File: src/rtl/anim_sequencer.sv
// Animation sequencer for the pet display sprite ROMs.
// Picks the animation to show by fixed request priority, steps its frame index on a
// prescaled tick, and applies every change only on vsync so a frame never tears.
module anim_sequencer #(
  parameter int unsigned TICK_DIV  = 33554432,
  parameter int unsigned N_STEPS   = 16,
  parameter int unsigned N_ANIM    = 4,
  parameter int unsigned IDLE_ANIM = 0
) (
  input  logic                       clk,
  input  logic                       rst_n,
  input  logic [N_ANIM-1:0]          req,
  input  logic [N_ANIM-1:0]          oneshot,
  input  logic                       vsync_pulse,
  input  logic                       pause,
  output logic [$clog2(N_ANIM)-1:0]  anim_sel,
  output logic [$clog2(N_STEPS)-1:0] step,
  output logic                       busy,
  output logic                       done
);

  localparam int unsigned AW = $clog2(N_ANIM);
  localparam int unsigned SW = $clog2(N_STEPS);
  localparam int unsigned PW = $clog2(TICK_DIV);

  typedef enum logic [1:0] {StLoop, StOneshot, StHold} state_e;

  state_e          r_state, w_state_d;
  logic [AW-1:0]   r_anim, w_anim_d;
  logic [SW-1:0]   r_step, w_step_d;
  logic [PW-1:0]   r_presc, w_presc_d;
  logic            r_pend, w_pend_d;
  logic            r_busy, w_busy_d;
  logic            r_done, w_done_d;

  logic [AW-1:0]   w_win;
  logic            w_tick;
  logic            w_pend_eff;
  logic            w_switch;

  // Priority pick: highest set request wins, idle animation when nobody asks.
  always_comb begin
    w_win = AW'(IDLE_ANIM);
    for (int i = 0; i < N_ANIM; i++) begin
      if (req[i]) w_win = AW'(i);
    end
  end

  // Next-state logic: prescaler/pending run every cycle, everything visible moves on vsync.
  always_comb begin
    w_tick     = !pause && (r_presc == PW'(TICK_DIV - 1));
    // A tick landing on the vsync cycle is honoured by that vsync.
    w_pend_eff = r_pend | w_tick;
    w_state_d  = r_state;
    w_anim_d   = r_anim;
    w_step_d   = r_step;
    w_done_d   = 1'b0;
    w_switch   = 1'b0;
    w_pend_d   = w_pend_eff;
    if (pause)       w_presc_d = r_presc;
    else if (w_tick) w_presc_d = '0;
    else             w_presc_d = r_presc + 1'b1;

    if (vsync_pulse) begin
      // Every vsync either consumes or discards the pending step.
      w_pend_d = 1'b0;
      unique case (r_state)
        StLoop: begin
          if (w_win != r_anim) begin
            w_switch = 1'b1;
          end else if (w_pend_eff) begin
            w_step_d = (r_step == SW'(N_STEPS - 1)) ? '0 : r_step + 1'b1;
          end
        end
        StOneshot: begin
          // Not preemptible: requests are ignored until the last frame is reached.
          if (w_pend_eff) begin
            w_step_d = r_step + 1'b1;
            if (r_step == SW'(N_STEPS - 2)) begin
              w_done_d  = 1'b1;
              w_state_d = StHold;
            end
          end
        end
        StHold: begin
          if (w_win != r_anim) w_switch = 1'b1;
        end
        default: w_state_d = StLoop;
      endcase

      if (w_switch) begin
        w_anim_d  = w_win;
        w_step_d  = '0;
        w_presc_d = '0;
        w_state_d = (oneshot[w_win] && (w_win != AW'(IDLE_ANIM))) ? StOneshot : StLoop;
      end
    end
    w_busy_d = (w_state_d == StOneshot);
  end

  // State and registered outputs; reset drops straight back to idle step 0.
  always_ff @(posedge clk or negedge rst_n) begin
    if (!rst_n) begin
      r_state <= StLoop;
      r_anim  <= AW'(IDLE_ANIM);
      r_step  <= '0;
      r_presc <= '0;
      r_pend  <= 1'b0;
      r_busy  <= 1'b0;
      r_done  <= 1'b0;
    end else begin
      r_state <= w_state_d;
      r_anim  <= w_anim_d;
      r_step  <= w_step_d;
      r_presc <= w_presc_d;
      r_pend  <= w_pend_d;
      r_busy  <= w_busy_d;
      r_done  <= w_done_d;
    end
  end

  assign anim_sel = r_anim;
  assign step     = r_step;
  assign busy     = r_busy;
  assign done     = r_done;

endmodule

File: config.mk
export PLATFORM = sky130hd
export DESIGN_NAME = anim_sequencer
export DESIGN_NICKNAME = d
export VERILOG_FILES = /design/src/rtl/anim_sequencer.sv
export SDC_FILE = /design/constraint.sdc
export NUM_CORES = 1
export LEC_CHECK = 0
export CORE_MARGIN = 1
export CORE_UTILIZATION = 30
export CTS_CLUSTER_DIAMETER = 120
export DETAILED_ROUTE_END_ITERATION = 7
export PLACE_DENSITY = 0.49
export RECOVER_POWER = 100
export SYNTH_ARGS = -nofsm -noshare
export SYNTH_HDL_FRONTEND = slang
export SYNTH_SLANG_ARGS = --single-unit
File: constraint.sdc
create_clock -name clk -period 2.7 [get_ports clk]
set_input_delay 0.27 -clock clk [delete_from_list [all_inputs] [get_ports clk]]
set_output_delay 0.27 -clock clk [all_outputs]
set_load 0.01 [all_outputs]
==> impl_metrics.json, run 1 <==
{
  "initial_core_util_pct": 31.6,
  "finish.utilization_pct": 37.5,
  "cts_hold_repair.buffers": 0,
  "critPathRequiredTime_ps": 2920,
  "layout_worst_path_cycle_share_pct": 81.0,
  "die_height_um": 81.4,
  "wl_per_cell_um": 12.8,
  "place.detailed.hpwl_um": 2590,
  "synth_seq_area_share_pct": 47.6,
  "slew_worst_pin_ps": 1960,
  "synth_largest_type_area_fraction_pct": 47.6,
  "worst_hold_path_type": "in2async",
  "post_cts_resize_count": 0,
  "numPlacedInstances": 287,
  "drt-total-wl_um": 3770,
  "floorplan.core_area_mm2": 0.00599,
  "path_max_fanout": 10,
  "cts_num_sinks": 36,
  "failed_checks": "max-capacitance violations, max-slew violations",
  "yosys_warnings": 0,
  "synth.distinct_cells": 37,
  "synthTopCellsByArea": "sky130_fd_sc_hd__dfrtp_1, sky130_fd_sc_hd__xor2_1, sky130_fd_sc_hd__nor2_1",
  "n_fill_cell": 602,
  "cp-start-kind": "input port",
  "clock-skew-final_ps": 2.24,
  "register_area_um2": 901,
  "synth_largest_area_cell": "sky130_fd_sc_hd__dfrtp_1",
  "cts_buffer_depth": 2,
  "via_per_inst": 4.74,
  "globalRouteTotalUtil_pct": 13.3,
  "grt_pass1_vias": 1403,
  "dpl-instance-area_mm2": 0.00218,
  "area.growth.synth_to_final_pct": 18.7,
  "nets": 234,
  "clock_latency_ps": 280,
  "fmaxAchievable_mhz": 457,
  "count_of_buffers_inserted_at_the_top_level_ports": 17,
  "cp_cell_sequence": "clkdlybuf4s50_1 -> nand2b_4 -> nor4_4 -> a41oi_1 -> or4b_1 -> nand3_1",
  "pin_count_of_the_biggest_net_entering_global_routing": 37,
  "async_flop_share_pct": 100,
  "routabilityCongestion": 0.790,
  "synth_seq_cells": 36,
  "drc": 0,
  "status": "finished with violations",
  "post_synth_instance_area_mm2": 0.00189,
  "first_pass_grt_wire_length_um": 6580,
  "maxSlewHeadroom_pct": -30.6,
  "multiInputGateArea_um2": 941,
  "drv_cap": 1,
  "ctsHtreeMaxLevel": 2,
  "critPathMaxStageDelay_ps": 580,
  "initial_antenna_violation_count": 0,
  "detailroute.via_count": 1398,
  "grt_remaining_overflow": 0,
  "post-cts-setup-buffers": 0,
  "setup_tns_ps": 0,
  "ir_drop_v": 0.000269,
  "hold_violations": 0,
  "crit_path_top_delay_cell": "sky130_fd_sc_hd__or4b_1",
  "ys.flop_type": "sky130_fd_sc_hd__dfrtp_1",
  "firstDrtPassIters": 2,
  "avgSynthCellArea_um2": 9.76,
  "tritoncts": "done",
  "layout-drive-gt1-share_pct": 7.73,
  "cp-end-kind": "flip-flop",
  "antennaDiodeCount": 0,
  "row_count": 28,
  "floorplan.die_area_mm2": 0.00663,
  "tritoncts.num_buffers": 5,
  "clock_tree.root_cell": "sky130_fd_sc_hd__clkbuf_8",
  "report.final.slew_viol_count": 37,
  "fp.dieW_um": 81.4,
  "timing.setup.critical_path_class": "in2reg",
  "drt_iter0_markers": 23,
  "postRouteAntennaNets": 0,
  "pin_count": 20,
  "synth_fp_nets": 209,
  "design_area_mm2": 0.00225,
  "synthesis.instances": 194,
  "grt_setup_unrepaired": "false",
  "power_density_over_cell_area_mw_per_mm2": 540,
  "setup_violations": 0,
  "finalWorstPathRequiredPeriod_ps": 2190,
  "worst-endpoint-arrival_ps": 2410,
  "cts.reportedPaths.clkPinSlew_ps": 70,
  "final-instance-count-excl-fill": 295,
  "edff_count_synth": 0,
  "power.leakage_nw": 1.01,
  "whs_ps": 525
}
-- power by group --
group / leakage (nW) / total [mW] / switching, mW / internal [mW]
clock network: 0.0455 / 0.403 / 0.195 / 0.208
logic: 0.498 / 0.167 / 0.0857 / 0.0809
registers: 0.471 / 0.643 / 0.0558 / 0.587
-- logic make-up (layout without fill, tap and decap cells) --
logic type,after synthesis,in the layout,synth area share [%]
flops,36,36,47.6
fa+ha+maj,3,3,1.98
buf+inv,8,34,1.72
simple gates,102,102,29.5
xor+xnor,24,24,11.1
compound gates,21,21,8.06
-- registers in the layout (all words and copies together) (netlist names) --
register / flops
busy: 1
done: 1
r_presc: 25
r_pend: 1
r_state: 2
step: 4
anim_sel: 2
-- critical path: cells and delay by family --
kind                   cells  cell delay [ps]
AND/OR/NAND/NOR            4             1230
AO/OA/AOI/OAI              1              410
buffers and inverters      1              500
-- synth_stat cells (2+ instances only) --
master / count
sky130_fd_sc_hd__ha_1: 3
sky130_fd_sc_hd__and2_1: 2
sky130_fd_sc_hd__o21ai_0: 7
sky130_fd_sc_hd__inv_1: 5
sky130_fd_sc_hd__a21oi_1: 5
sky130_fd_sc_hd__xor2_1: 16
sky130_fd_sc_hd__o211ai_1: 2
sky130_fd_sc_hd__and3_1: 2
sky130_fd_sc_hd__dfrtp_1: 36
sky130_fd_sc_hd__nand3_1: 12
sky130_fd_sc_hd__xnor2_1: 8
sky130_fd_sc_hd__nand4_2: 2
sky130_fd_sc_hd__nand2_1: 21
sky130_fd_sc_hd__nor2_1: 35
sky130_fd_sc_hd__buf_2: 2
sky130_fd_sc_hd__nor3_1: 4
sky130_fd_sc_hd__nor4_4: 2
sky130_fd_sc_hd__nor2b_1: 4
sky130_fd_sc_hd__nand4_1: 6
sky130_fd_sc_hd__nand2b_1: 3
-- through the flow --
| step | total power [mW] | setup WS, ps |
|---|---|---|
| final | 1.21 | 512 |
| after global routing | 1.28 | 275 |
| after CTS | 1.25 | 700 |
| after detailed placement | 0.828 | 398 |
| after global placement | 0.824 | 419 |
| after floorplan | 0.756 | 775 |
-- worst paths after layout --
kind | slack [ps] | cells past startpoint | start | end
max in group asynchronous | 1050 | 1 | rst_n | r_presc[3]$_DFF_PN0_
setup reg to reg | 520 | 6 | r_presc[0]$_DFF_PN0_ | step[3]$_DFFE_PN0P_
hold / removal | 530 | 1 | rst_n | r_presc[19]$_DFF_PN0_
min in group clk | 540 | 1 | r_state[1]$_DFF_PN0_ | busy$_DFF_PN0_
setup / recovery | 510 | 6 | pause | step[3]$_DFFE_PN0P_
hold reg to reg | 540 | 1 | r_state[1]$_DFF_PN0_ | busy$_DFF_PN0_
-- routing by layer --
metal	GRT usage, %	wire [um]	vias up
met1	18.3	1900	656
li1	-	-	714
met3	3.11	106	7
met4	5.36	57	0
met2	20.2	1710	21
met5	0	0	-
-- cells in the final DEF, fill, tap and decap left out, types with 3 or more instances in the layout --
| cell type | count |
|---|---|
| sky130_fd_sc_hd__clkbuf_8 | 6 |
| sky130_fd_sc_hd__nor2b_1 | 4 |
| sky130_fd_sc_hd__dfrtp_1 | 36 |
| sky130_fd_sc_hd__o21ai_0 | 7 |
| sky130_fd_sc_hd__nand2_1 | 21 |
| sky130_fd_sc_hd__xor2_1 | 16 |
| sky130_fd_sc_hd__nor2_1 | 35 |
| sky130_fd_sc_hd__ha_1 | 3 |
| sky130_fd_sc_hd__nor3_1 | 4 |
| sky130_fd_sc_hd__clkbuf_1 | 4 |
| sky130_fd_sc_hd__nand4_1 | 6 |
| sky130_fd_sc_hd__nand2b_1 | 3 |
| sky130_fd_sc_hd__xnor2_1 | 8 |
| sky130_fd_sc_hd__a21oi_1 | 5 |
| sky130_fd_sc_hd__nand3_1 | 12 |
| sky130_fd_sc_hd__inv_1 | 5 |
| sky130_fd_sc_hd__clkdlybuf4s50_1 | 7 |
| sky130_fd_sc_hd__dlygate4sd3_1 | 9 |
-- area by class of cell --
cell class                 count  area share [%]
clock buffer                   8            4.01
timing repair buffer          21            9.02
tap                           75            4.18
sequential                    36            40.1
inverter                       5           0.835
multi-input combinational    150            41.9
Power figures use the tool's default switching activity.
==> run 2: changes to the inputs <==
clock period = 2.22 ns   (was 2.7 ns; I/O delays follow)
==> run 2 against run 1 <==
- the flow still finishes with violations (max-capacitance violations, max-slew violations)
- clock power grew 42%
- worst setup slack lost 230 ps
- final area grew 2.8%
- flip-flop and latch count is the same
- largest cell class unchanged
==> impl_metrics.json, run 2 (same netlist as run 1, synthesis figures left out) <==
{
  "status": "finished with violations",
  "clock-skew-final_ps": 8.29,
  "die_height_um": 81.4,
  "ir_drop_v": 0.000383,
  "final_cell_mix": "sky130_fd_sc_hd__dfrtp_1, sky130_fd_sc_hd__nor2_1, sky130_fd_sc_hd__nand2_1, sky130_fd_sc_hd__xor2_1, sky130_fd_sc_hd__nand3_1",
  "critPathRequiredTime_ps": 2450,
  "via_per_inst": 4.65,
  "dpl-instance-area_mm2": 0.00221,
  "power_density_over_cell_area_mw_per_mm2": 675,
  "hold_violations": 0,
  "grt_pass1_vias": 1448,
  "fmaxAchievable_mhz": 515,
  "clock_tree.root_cell": "sky130_fd_sc_hd__clkbuf_8",
  "whs_ps": 468,
  "tritoncts": "done",
  "detailroute.wirelength.met2_um": 1600,
  "finalWorstSetupSlack_ps": 278,
  "post-cts-setup-buffers": 0,
  "tritoncts.num_buffers": 5,
  "fp.dieW_um": 81.4,
  "post_cts_resize_count": 0,
  "grt_setup_unrepaired": "false",
  "worst_slack_at_placement_ps": 122,
  "initial_antenna_violation_count": 0,
  "cts_hold_repair.buffers": 0,
  "ctsHtreeMaxLevel": 2,
  "floorplan.die_area_mm2": 0.00663,
  "timing.setup.critical_path_class": "reg2reg",
  "worst-endpoint-arrival_ps": 2170,
  "multiInputGateArea_um2": 960,
  "finish.utilization_pct": 38.6,
  "setup_violations": 0,
  "final-instance-count-excl-fill": 299,
  "drv_cap": 1,
  "antennaDiodeCount": 0,
  "initial_core_util_pct": 31.6,
  "drt-total-wl_um": 3600,
  "regToRegSetupSlack_ps": 280,
  "count_of_buffers_inserted_at_the_top_level_ports": 17,
  "failed_checks": "max-capacitance violations, max-slew violations",
  "cp-start-kind": "flip-flop",
  "setup_tns_ps": 0,
  "worst_hold_path_type": "in2async",
  "drc": 0,
  "numPlacedInstances": 291,
  "nets": 238,
  "clock_latency_ps": 290,
  "layout_worst_path_cycle_share_pct": 87.5,
  "globalRouteTotalUtil_pct": 13.1,
  "n_fill_cell": 626,
  "firstDrtPassIters": 4,
  "postRouteAntennaNets": 0,
  "area.growth.synth_to_final_pct": 22.0,
  "first_pass_grt_wire_length_um": 6590,
  "finalWorstPathRequiredPeriod_ps": 1940,
  "layout-drive-gt1-share_pct": 9.82,
  "row_count": 28,
  "critical_path.startpoint": "r_presc[0]$_DFF_PN0_",
  "detailroute.via_count": 1391,
  "pin_count_of_the_biggest_net_entering_global_routing": 37,
  "cts_buffer_depth": 2,
  "layout.cells.most_common": "sky130_fd_sc_hd__dfrtp_1",
  "cts_num_sinks": 36,
  "maxUsedRoutingLayer": "met4",
  "cp-end-kind": "flip-flop",
  "detailroute.wirelength.met3_um": 136,
  "slew_worst_pin_ps": 1940,
  "drt_iter0_markers": 67,
  "maxSlewHeadroom_pct": -29.3,
  "wl_per_cell_um": 12.1,
  "path_max_fanout": 7,
  "largest_register_ff_count": 25,
  "floorplan.core_area_mm2": 0.00599,
  "place.detailed.hpwl_um": 2540,
  "met1_length_um": 1820,
  "r2r_start": "r_presc[0]$_DFF_PN0_",
  "cts.reportedPaths.clkPinSlew_ps": 80,
  "pin_count": 20,
  "grt_remaining_overflow": 0,
  "fin_total_pwr_mw": 1.56,
  "register_area_um2": 901,
  "routabilityCongestion": 0.729,
  "report.final.slew_viol_count": 37,
  "power.leakage_nw": 1.04,
  "top_register": "r_presc",
  "design_area_mm2": 0.00231
}
run 2: cell types whose count changed in the layout (fill, tap and decap cells not counted):
cell	change
sky130_fd_sc_hd__clkinvlp_4	+1
sky130_fd_sc_hd__and2_0	-1
sky130_fd_sc_hd__buf_4	+2
sky130_fd_sc_hd__a41oi_1	-1
sky130_fd_sc_hd__clkinv_2	+1
sky130_fd_sc_hd__and2_1	+1
sky130_fd_sc_hd__bufinv_16	+1
sky130_fd_sc_hd__a41oi_4	+1
sky130_fd_sc_hd__clkbuf_8	-1
run 2: area by class of cell:
class                   count  area share, %
clock buffers               5           2.98
clock inverters             3           1.84
inverters                   5          0.813
multi-input cells         150           41.5
flip-flops and latches     36           39.0
well taps                  75           4.06
repair buffers             25           9.75
run 2: final timing paths:
check                                          end  cells past startpoint
max                            step[3]$_DFFE_PN0P_                      6
min                          r_presc[18]$_DFF_PN0_                      1
max reg2reg                    step[3]$_DFFE_PN0P_                      6
min reg2reg                anim_sel[1]$_DFFE_PN0P_                      2
max in group asynchronous         r_pend$_DFF_PN0_                      1
min in group clk           anim_sel[1]$_DFFE_PN0P_                      2
run 2: layer usage:
metal  vias up  track usage, %
li1        721               -
met1       642            17.9
met2        23            19.8
met3         5            3.22
met4         0            5.36
met5         -               0
run 2: where the power goes:
part / leakage, nW / total, mW / switching, mW / internal, mW
Sequential: 0.471 / 0.784 / 0.0694 / 0.714
Combinational: 0.512 / 0.201 / 0.101 / 0.0996
Clock: 0.0541 / 0.574 / 0.242 / 0.332
Total: 1.04 / 1.56 / 0.412 / 1.15
run 2: worst max-delay path, cell delays in order, from the launching register on:
cell	delay (ps)
sky130_fd_sc_hd__dfrtp_1	380
sky130_fd_sc_hd__ha_1	230
sky130_fd_sc_hd__nand2b_4	90
sky130_fd_sc_hd__nor4_4	380
sky130_fd_sc_hd__a41oi_4	200
sky130_fd_sc_hd__or4b_1	500
sky130_fd_sc_hd__nand3_1	90
